File: src/rtl/pi_sched_if.sv
// rtl/pi_sched_if.sv - request/result bus of the shared PI controller scheduler
interface pi_sched_if #(
    parameter int N_CH = 4
);
    localparam int CH_W = (N_CH > 1) ? $clog2(N_CH) : 1;

    logic [N_CH-1:0]      i_req;
    logic [32*N_CH-1:0]   i_err;
    logic [N_CH-1:0]      i_clr;
    logic [N_CH-1:0]      o_ack;
    logic                 o_valid;
    logic [CH_W-1:0]      o_ch;
    logic signed [31:0]   o_u;
    logic                 o_sat;
    logic                 o_busy;

    modport master (
        output i_req, i_err, i_clr,
        input  o_ack, o_valid, o_ch, o_u, o_sat, o_busy
    );

    modport slave (
        input  i_req, i_err, i_clr,
        output o_ack, o_valid, o_ch, o_u, o_sat, o_busy
    );
endinterface

File: src/rtl/pi_sched.sv
// rtl/pi_sched.sv - round-robin PI controller sharing one MAC across N_CH loops
// Optional conditional-integration anti-windup: define PI_SCHED_AW_EN.
module pi_sched #(
    parameter int                 N_CH = 4,
    parameter int signed          KP   = 1,
    parameter int signed          TSKI = 0,
    parameter logic signed [31:0] U_MAX = 100,
    parameter logic signed [31:0] U_MIN = 0
) (
    input  logic       i_CLK,
    input  logic       i_RST,
    pi_sched_if.slave  bus
);
    localparam int CH_W = (N_CH > 1) ? $clog2(N_CH) : 1;
    localparam logic signed [63:0] KP64    = 64'(KP);
    localparam logic signed [63:0] TSKI64  = 64'(TSKI);
    localparam logic signed [63:0] UMAX64  = 64'(U_MAX);
    localparam logic signed [63:0] UMIN64  = 64'(U_MIN);
    localparam logic signed [32:0] INT_POS = 33'sd2147483647;
    localparam logic signed [32:0] INT_NEG = -33'sd2147483647;

    typedef enum logic [2:0] {
        S_IDLE,
        S_MUL_P,
        S_MUL_I,
        S_SAT,
        S_WRITE
    } state_t;

    state_t state_q, state_d;

    logic [CH_W-1:0]    ch_q;
    logic [CH_W-1:0]    last_q;
    logic [CH_W-1:0]    grant_ch;
    logic [CH_W-1:0]    cand;
    logic               grant_vld;
    logic signed [31:0] err_q;
    logic signed [31:0] int_new_q;
    logic signed [31:0] u_q;
    logic signed [63:0] p_q;
    logic signed [63:0] acc_q;
    logic               sat_hi_q;
    logic               sat_lo_q;
    logic signed [31:0] integ_q [N_CH];
    logic signed [31:0] err_arr [N_CH];
    logic signed [32:0] int_sum;
    logic signed [31:0] int_sat;
    logic               hold;
    logic               wr_en;

    for (genvar k = 0; k < N_CH; k++) begin : g_err
        assign err_arr[k] = bus.i_err[32*k +: 32];
    end

    // Walk from farthest to nearest so the channel right after last_q wins.
    always_comb begin
        grant_vld = 1'b0;
        grant_ch  = '0;
        cand      = '0;
        for (int i = N_CH; i >= 1; i--) begin
            cand = CH_W'((int'(last_q) + i) % N_CH);
            if (bus.i_req[cand]) begin
                grant_vld = 1'b1;
                grant_ch  = cand;
            end
        end
    end

    always_comb begin
        int_sum = 33'(integ_q[ch_q]) + 33'(err_q);
        if (int_sum > INT_POS) begin
            int_sat = 32'sh7FFF_FFFF;
        end else if (int_sum < INT_NEG) begin
            int_sat = 32'sh8000_0001;
        end else begin
            int_sat = int_sum[31:0];
        end
    end

`ifdef PI_SCHED_AW_EN
    assign hold = (sat_hi_q && (err_q > 0)) || (sat_lo_q && (err_q < 0));
`else
    assign hold = 1'b0;
`endif

    assign wr_en      = (state_q == S_WRITE) && !hold;
    assign bus.o_busy = (state_q != S_IDLE);

    always_comb begin
        state_d = state_q;
        case (state_q)
            S_IDLE:  if (grant_vld) state_d = S_MUL_P;
            S_MUL_P: state_d = S_MUL_I;
            S_MUL_I: state_d = S_SAT;
            S_SAT:   state_d = S_WRITE;
            S_WRITE: state_d = S_IDLE;
            default: state_d = S_IDLE;
        endcase
    end

    always_ff @(posedge i_CLK) begin
        if (i_RST) begin
            state_q     <= S_IDLE;
            last_q      <= CH_W'(N_CH - 1);
            ch_q        <= '0;
            err_q       <= '0;
            p_q         <= '0;
            int_new_q   <= '0;
            acc_q       <= '0;
            u_q         <= '0;
            sat_hi_q    <= 1'b0;
            sat_lo_q    <= 1'b0;
            bus.o_ack   <= '0;
            bus.o_valid <= 1'b0;
            bus.o_ch    <= '0;
            bus.o_u     <= '0;
            bus.o_sat   <= 1'b0;
            for (int k = 0; k < N_CH; k++) begin
                integ_q[k] <= '0;
            end
        end else begin
            state_q     <= state_d;
            bus.o_ack   <= '0;
            bus.o_valid <= 1'b0;
            case (state_q)
                S_IDLE: begin
                    if (grant_vld) begin
                        ch_q      <= grant_ch;
                        err_q     <= err_arr[grant_ch];
                        last_q    <= grant_ch;
                        bus.o_ack <= N_CH'(1) << grant_ch;
                    end
                end
                S_MUL_P: begin
                    p_q       <= 64'(err_q) * KP64;
                    int_new_q <= int_sat;
                end
                S_MUL_I: begin
                    acc_q <= p_q + 64'(int_new_q) * TSKI64;
                end
                S_SAT: begin
                    sat_hi_q <= (acc_q > UMAX64);
                    sat_lo_q <= !(acc_q > UMAX64) && (acc_q < UMIN64);
                    if (acc_q > UMAX64) begin
                        u_q <= U_MAX;
                    end else if (acc_q < UMIN64) begin
                        u_q <= U_MIN;
                    end else begin
                        u_q <= acc_q[31:0];
                    end
                end
                S_WRITE: begin
                    bus.o_u     <= u_q;
                    bus.o_ch    <= ch_q;
                    bus.o_sat   <= sat_hi_q | sat_lo_q;
                    bus.o_valid <= 1'b1;
                end
                default: ;
            endcase
            // A clear landing on the write-back edge beats the write.
            for (int k = 0; k < N_CH; k++) begin
                if (bus.i_clr[k]) begin
                    integ_q[k] <= '0;
                end else if (wr_en && (ch_q == CH_W'(k))) begin
                    integ_q[k] <= int_new_q;
                end
            end
        end
    end
endmodule

File: src/flat_wrapper.sv
// flat-port wrapper written by rule: the top's interface ports become plain ports
module pi_sched_flat 
#(
    parameter int                 N_CH = 4,
    parameter int signed          KP   = 1,
    parameter int signed          TSKI = 0,
    parameter logic signed [31:0] U_MAX = 100,
    parameter logic signed [31:0] U_MIN = 0
)
  (i_CLK, i_RST, bus_i_req, bus_i_err, bus_i_clr, bus_o_ack, bus_o_valid, bus_o_ch, bus_o_u, bus_o_sat, bus_o_busy);
  pi_sched_if #(.N_CH(N_CH)) bus_i ();
  input  logic i_CLK;
  input  logic i_RST;
  input wire logic [$bits(bus_i.i_req)-1:0] bus_i_req;
  input wire logic [$bits(bus_i.i_err)-1:0] bus_i_err;
  input wire logic [$bits(bus_i.i_clr)-1:0] bus_i_clr;
  output wire logic [$bits(bus_i.o_ack)-1:0] bus_o_ack;
  output wire logic [$bits(bus_i.o_valid)-1:0] bus_o_valid;
  output wire logic [$bits(bus_i.o_ch)-1:0] bus_o_ch;
  output wire logic [$bits(bus_i.o_u)-1:0] bus_o_u;
  output wire logic [$bits(bus_i.o_sat)-1:0] bus_o_sat;
  output wire logic [$bits(bus_i.o_busy)-1:0] bus_o_busy;
  assign bus_i.i_req = bus_i_req;
  assign bus_i.i_err = bus_i_err;
  assign bus_i.i_clr = bus_i_clr;
  assign bus_o_ack = bus_i.o_ack;
  assign bus_o_valid = bus_i.o_valid;
  assign bus_o_ch = bus_i.o_ch;
  assign bus_o_u = bus_i.o_u;
  assign bus_o_sat = bus_i.o_sat;
  assign bus_o_busy = bus_i.o_busy;
  pi_sched #(.N_CH(N_CH), .KP(KP), .TSKI(TSKI), .U_MAX(U_MAX), .U_MIN(U_MIN)) u_core (.i_CLK(i_CLK), .i_RST(i_RST), .bus(bus_i));
endmodule
File: config.mk
export PLATFORM = sky130hd
export DESIGN_NAME = pi_sched_flat
export DESIGN_NICKNAME = d
export VERILOG_FILES = /design/src/rtl/pi_sched_if.sv /design/src/rtl/pi_sched.sv /design/src/flat_wrapper.sv
export SDC_FILE = /design/constraint.sdc
export NUM_CORES = 1
export LEC_CHECK = 0
export CAP_MARGIN = 20
export CORE_AREA = 3 3 144 181
export CTS_BUF_LIST = sky130_fd_sc_hd__clkbuf_8
export CTS_CLUSTER_SIZE = 25
export DETAILED_ROUTE_END_ITERATION = 10
export DIE_AREA = 0 0 147 184
export SLEW_MARGIN = 40
export SYNTH_ARGS = -nofsm -noshare
export SYNTH_HDL_FRONTEND = slang
export SYNTH_SLANG_ARGS = --single-unit
export TNS_END_PERCENT = 20
File: constraint.sdc
create_clock -name i_CLK -period 3.85 [get_ports i_CLK]
set_clock_uncertainty 0.2 [all_clocks]
set_input_delay 1.155 -clock i_CLK [delete_from_list [all_inputs] [get_ports i_CLK]]
set_output_delay 1.155 -clock i_CLK [all_outputs]
set_load 0.005 [all_outputs]
==> results.py <==
metrics = {
    "run_status": {
        "run_status": "completed",
    },
    "route": {
        "drt-initial-drc-count": 258,
        "vias": 6023,
        "detail_route.wl_per_cell_um": 13.42,
        "routed_wl_mm": 17.73,
        "drtPass1Iterations": 4,
        "antenna_left": 0,
        "drc": 0,
        "viasPerCell": 4.559,
    },
    "global_routing": {
        "grt_pass1_vias": 5991,
        "grt_overflow_total": 0,
        "grt_max_degree": 96,
        "grt_pass1_wl_mm": 29.46,
        "antenna_found_initial": 0,
        "track_usage": 0.1317,
    },
    "sta": {
        "final-hold-violation-count": 0,
        "fin_crit_ns": 3.125,
        "rsz0062_at_grt": "false",
        "setup_viol": 0,
        "worst_pin_slew_ns": 0.7213,
        "period_share": 0.8116,
        "fin_setup_tns_ns": 0,
        "fmax_mhz": 320.0,
        "maxSlewViolCount": 0,
        "hold_ws_ns": 0.2485,
        "max_slew_margin": 0.5192,
    },
    "clock_network": {
        "cts_buffer_depth": 2,
        "clk_pin_slew_ns": 0.09,
        "ctsHtreeMaxLevel": 4,
        "post_cts_resized": 0,
        "cts_inserted_buffers": 17,
        "worstSkewPairLatency_ns": 0.45,
        "cts_hold_buf": 0,
        "clock-sinks": 175,
        "cts_setup_buffers": 0,
        "cts_root_buffer": "clkbuf_8",
        "cts_tree": "built",
    },
    "die": {
        "die_y_um": 184,
        "dieArea_sq_um": 27050,
        "core_sq_um": 24500,
        "die_w_um": 147,
        "io_pins": 179,
        "start_util": 0.2973,
        "rows": 64,
    },
    "synth": {
        "yosysMostFrequentCell": "nand2_1",
        "synth_common_cells": "234 x nand2_1, 175 x dfxtp_1, 104 x a21oi_1",
        "yosys.area.top_type_share": 0.4809,
        "synth_warnings": 0,
        "async_flop_share": 0,
        "synth_flop_cell": "dfxtp_1",
        "synth_top_family_by_area": "simple AND/OR/NAND/NOR gates",
        "yosys.area_share.simple": 0.2609,
        "muxShareOfSynthArea": 0.09086,
        "synth_xor_area_frac": 0.001202,
        "synth_area_leader_cell": "dfxtp_1",
        "synth.area.top_cells": "dfxtp_1 48%, nand2_1 12%, mux2i_1 8.9%",
        "postSynthAreaPerCell_sq_um": 8.662,
        "synth_compound_area_frac": 0.1206,
        "syn-num-nets": 979,
        "synthAdderAreaFrac": 0,
        "netlist_area_sq_um": 7284,
        "synth_seq_cells": 175,
        "synth_edf_count": 0,
        "syn_inst": 841,
        "synth_cell_type_count": 37,
        "seq_area_frac_synth": 0.4809,
    },
    "worst_setup_path": {
        "r2r_cells": 6,
        "worstPathMaxFanout": 7,
        "path_class": "reg -> out",
        "cp-endpoint": "bus_o_busy",
        "arrival_ns": 1.77,
        "worstReg2RegStart": "u_core.state_q[2]$_SDFFE_PP0P_",
        "worst-r2r-setup-slack_ns": 1.58,
        "worstSetupEndpointType": "output pin",
        "cp_data_required_time_ns": 2.49,
        "rr_endpoint": "u_core.err_q[7]$_SDFFE_PP0N_",
        "critPathLaunchType": "flip-flop",
        "crit_start": "u_core.state_q[2]$_SDFFE_PP0P_",
    },
    "layout": {
        "area_growth_pct": 32.63,
        "diodes": 0,
        "drive_above_1_share": 0.07871,
        "fin_nets": 1116,
        "final_area_sq_um": 9662,
    },
    "job": {
        "maxCapViolCount": 0,
    },
    "placed_design": {
        "dp_hpwl_mm": 12.16,
        "gp_congestion": 0.7523,
        "place_area_sq_um": 9283,
        "port_buffers": 173,
    },
    "power": {
        "p_int_mw": 3.252,
        "p_clk_frac": 0.239,
        "total_power_mw": 5.089,
        "swShare": 0.3608,
        "p_comb_frac": 0.317,
        "p_seq_frac": 0.444,
        "power_switching_mw": 1.836,
        "power_density_nw_per_um2": 526.7,
        "p_leak_nw": 3.481,
        "peakVddDrop_mv": 0.2567,
    },
    "min_path": {
        "hold_path.class": "reg -> reg",
    },
}
[state kept, by name, indices dropped and copies added, names as in the netlist, 3 cells and up]
| name | cells |
|---|---|
| u_core.err_q | 32 |
| u_core.p_q | 32 |
| u_core.state_q | 3 |
| u_core.u_q | 31 |
| u_core.acc_q | 32 |
| u_core.bus.o_u | 31 |
| u_core.bus.o_ack | 4 |
[cell usage in the layout (no fill, tap or decap), types with 3 or more instances in the layout]
cell type / count
nor4_1: 6
nor3b_1: 45
nand2_2: 3
and2_1: 3
nand2_1: 231
inv_8: 4
a22o_1: 4
clkdlybuf4s50_1: 172
clkbuf_8: 19
a21oi_1: 104
nand4_1: 3
buf_12: 4
o21ai_0: 7
o211ai_1: 31
dfxtp_1: 175
and3_1: 24
nor3_1: 7
nor2_1: 19
buf_4: 8
nand2b_1: 3
inv_6: 4
mux2i_1: 65
nor3b_2: 20
[layout make-up]
type,instances,area (sq um)
clock buffers,19,261.5
flip-flops and latches,175,3503
clock inverters,13,117.6
inverters,1,3.754
well taps,330,412.9
fillers,2542,14840
multi-input cells,598,3490
repair buffers,185,1873
[per-layer routing]
layer  track usage  part of all wire
met4       0.03730             0.011
met1        0.1712              0.47
met3       0.03181             0.042
met2        0.2190              0.48
met5             0                 0
[cell families after synthesis]
family	Yosys count
and+or+nand+nor	377
DFF	175
AOI/OAI and AO/OA	153
buffers and inverters	68
muxes	66
xor gates and xnor gates	1
other	1
[power by group through the flow]
stage / Clock, mW / Sequential (mW) / Combinational (mW)
6_report: 1.22 / 2.26 / 1.61
5_1_grt: 1.35 / 2.30 / 1.80
4_1_cts: 1.26 / 2.26 / 1.65
3_5_place_dp: 0 / 2.31 / 1.65
3_3_place_gp: 0 / 2.30 / 1.63
2_1_floorplan: 0 / 2.25 / 1.18
[how the worst min path moves through the flow]
stage | startpoint | end | slack, ns | depth (start not counted)
after floorplan | u_core.sat_hi_q$_SDFFE_PP0P_ | u_core.sat_hi_q$_SDFFE_PP0P_ | 0.22 | 2
after global placement | u_core.u_q[27]$_SDFFE_PP0P_ | u_core.bus.o_u[27]$_SDFFE_PP0P_ | 0.24 | 2
after detailed placement | u_core.u_q[24]$_SDFFE_PP0P_ | u_core.bus.o_u[24]$_SDFFE_PP0P_ | 0.24 | 2
after CTS | u_core.u_q[26]$_SDFFE_PP0P_ | u_core.bus.o_u[26]$_SDFFE_PP0P_ | 0.26 | 2
after global routing | u_core.p_q[19]$_SDFFE_PP0P_ | u_core.acc_q[19]$_SDFFE_PP0P_ | 0.28 | 2
final | u_core.u_q[26]$_SDFFE_PP0P_ | u_core.bus.o_u[26]$_SDFFE_PP0P_ | 0.25 | 2
[per-stage QoR]
stage	cells	utilization	worst slack [ns]
6_report	1321	0.3943	0.7253
4_1_cts	1321	0.3943	0.6911
2_1_floorplan	841	-	1.183
5_1_grt	1321	0.3943	0.6373
3_5_place_dp	1289	0.3788	0.3951
3_3_place_gp	1289	0.3783	0.4214
[critical path: stages, from the launching register on]
cell and delay [ns]:
dfxtp_1 0.38, or3_4 0.43, clkdlybuf4s50_1 0.52
(Power assumes the default switching activity.)
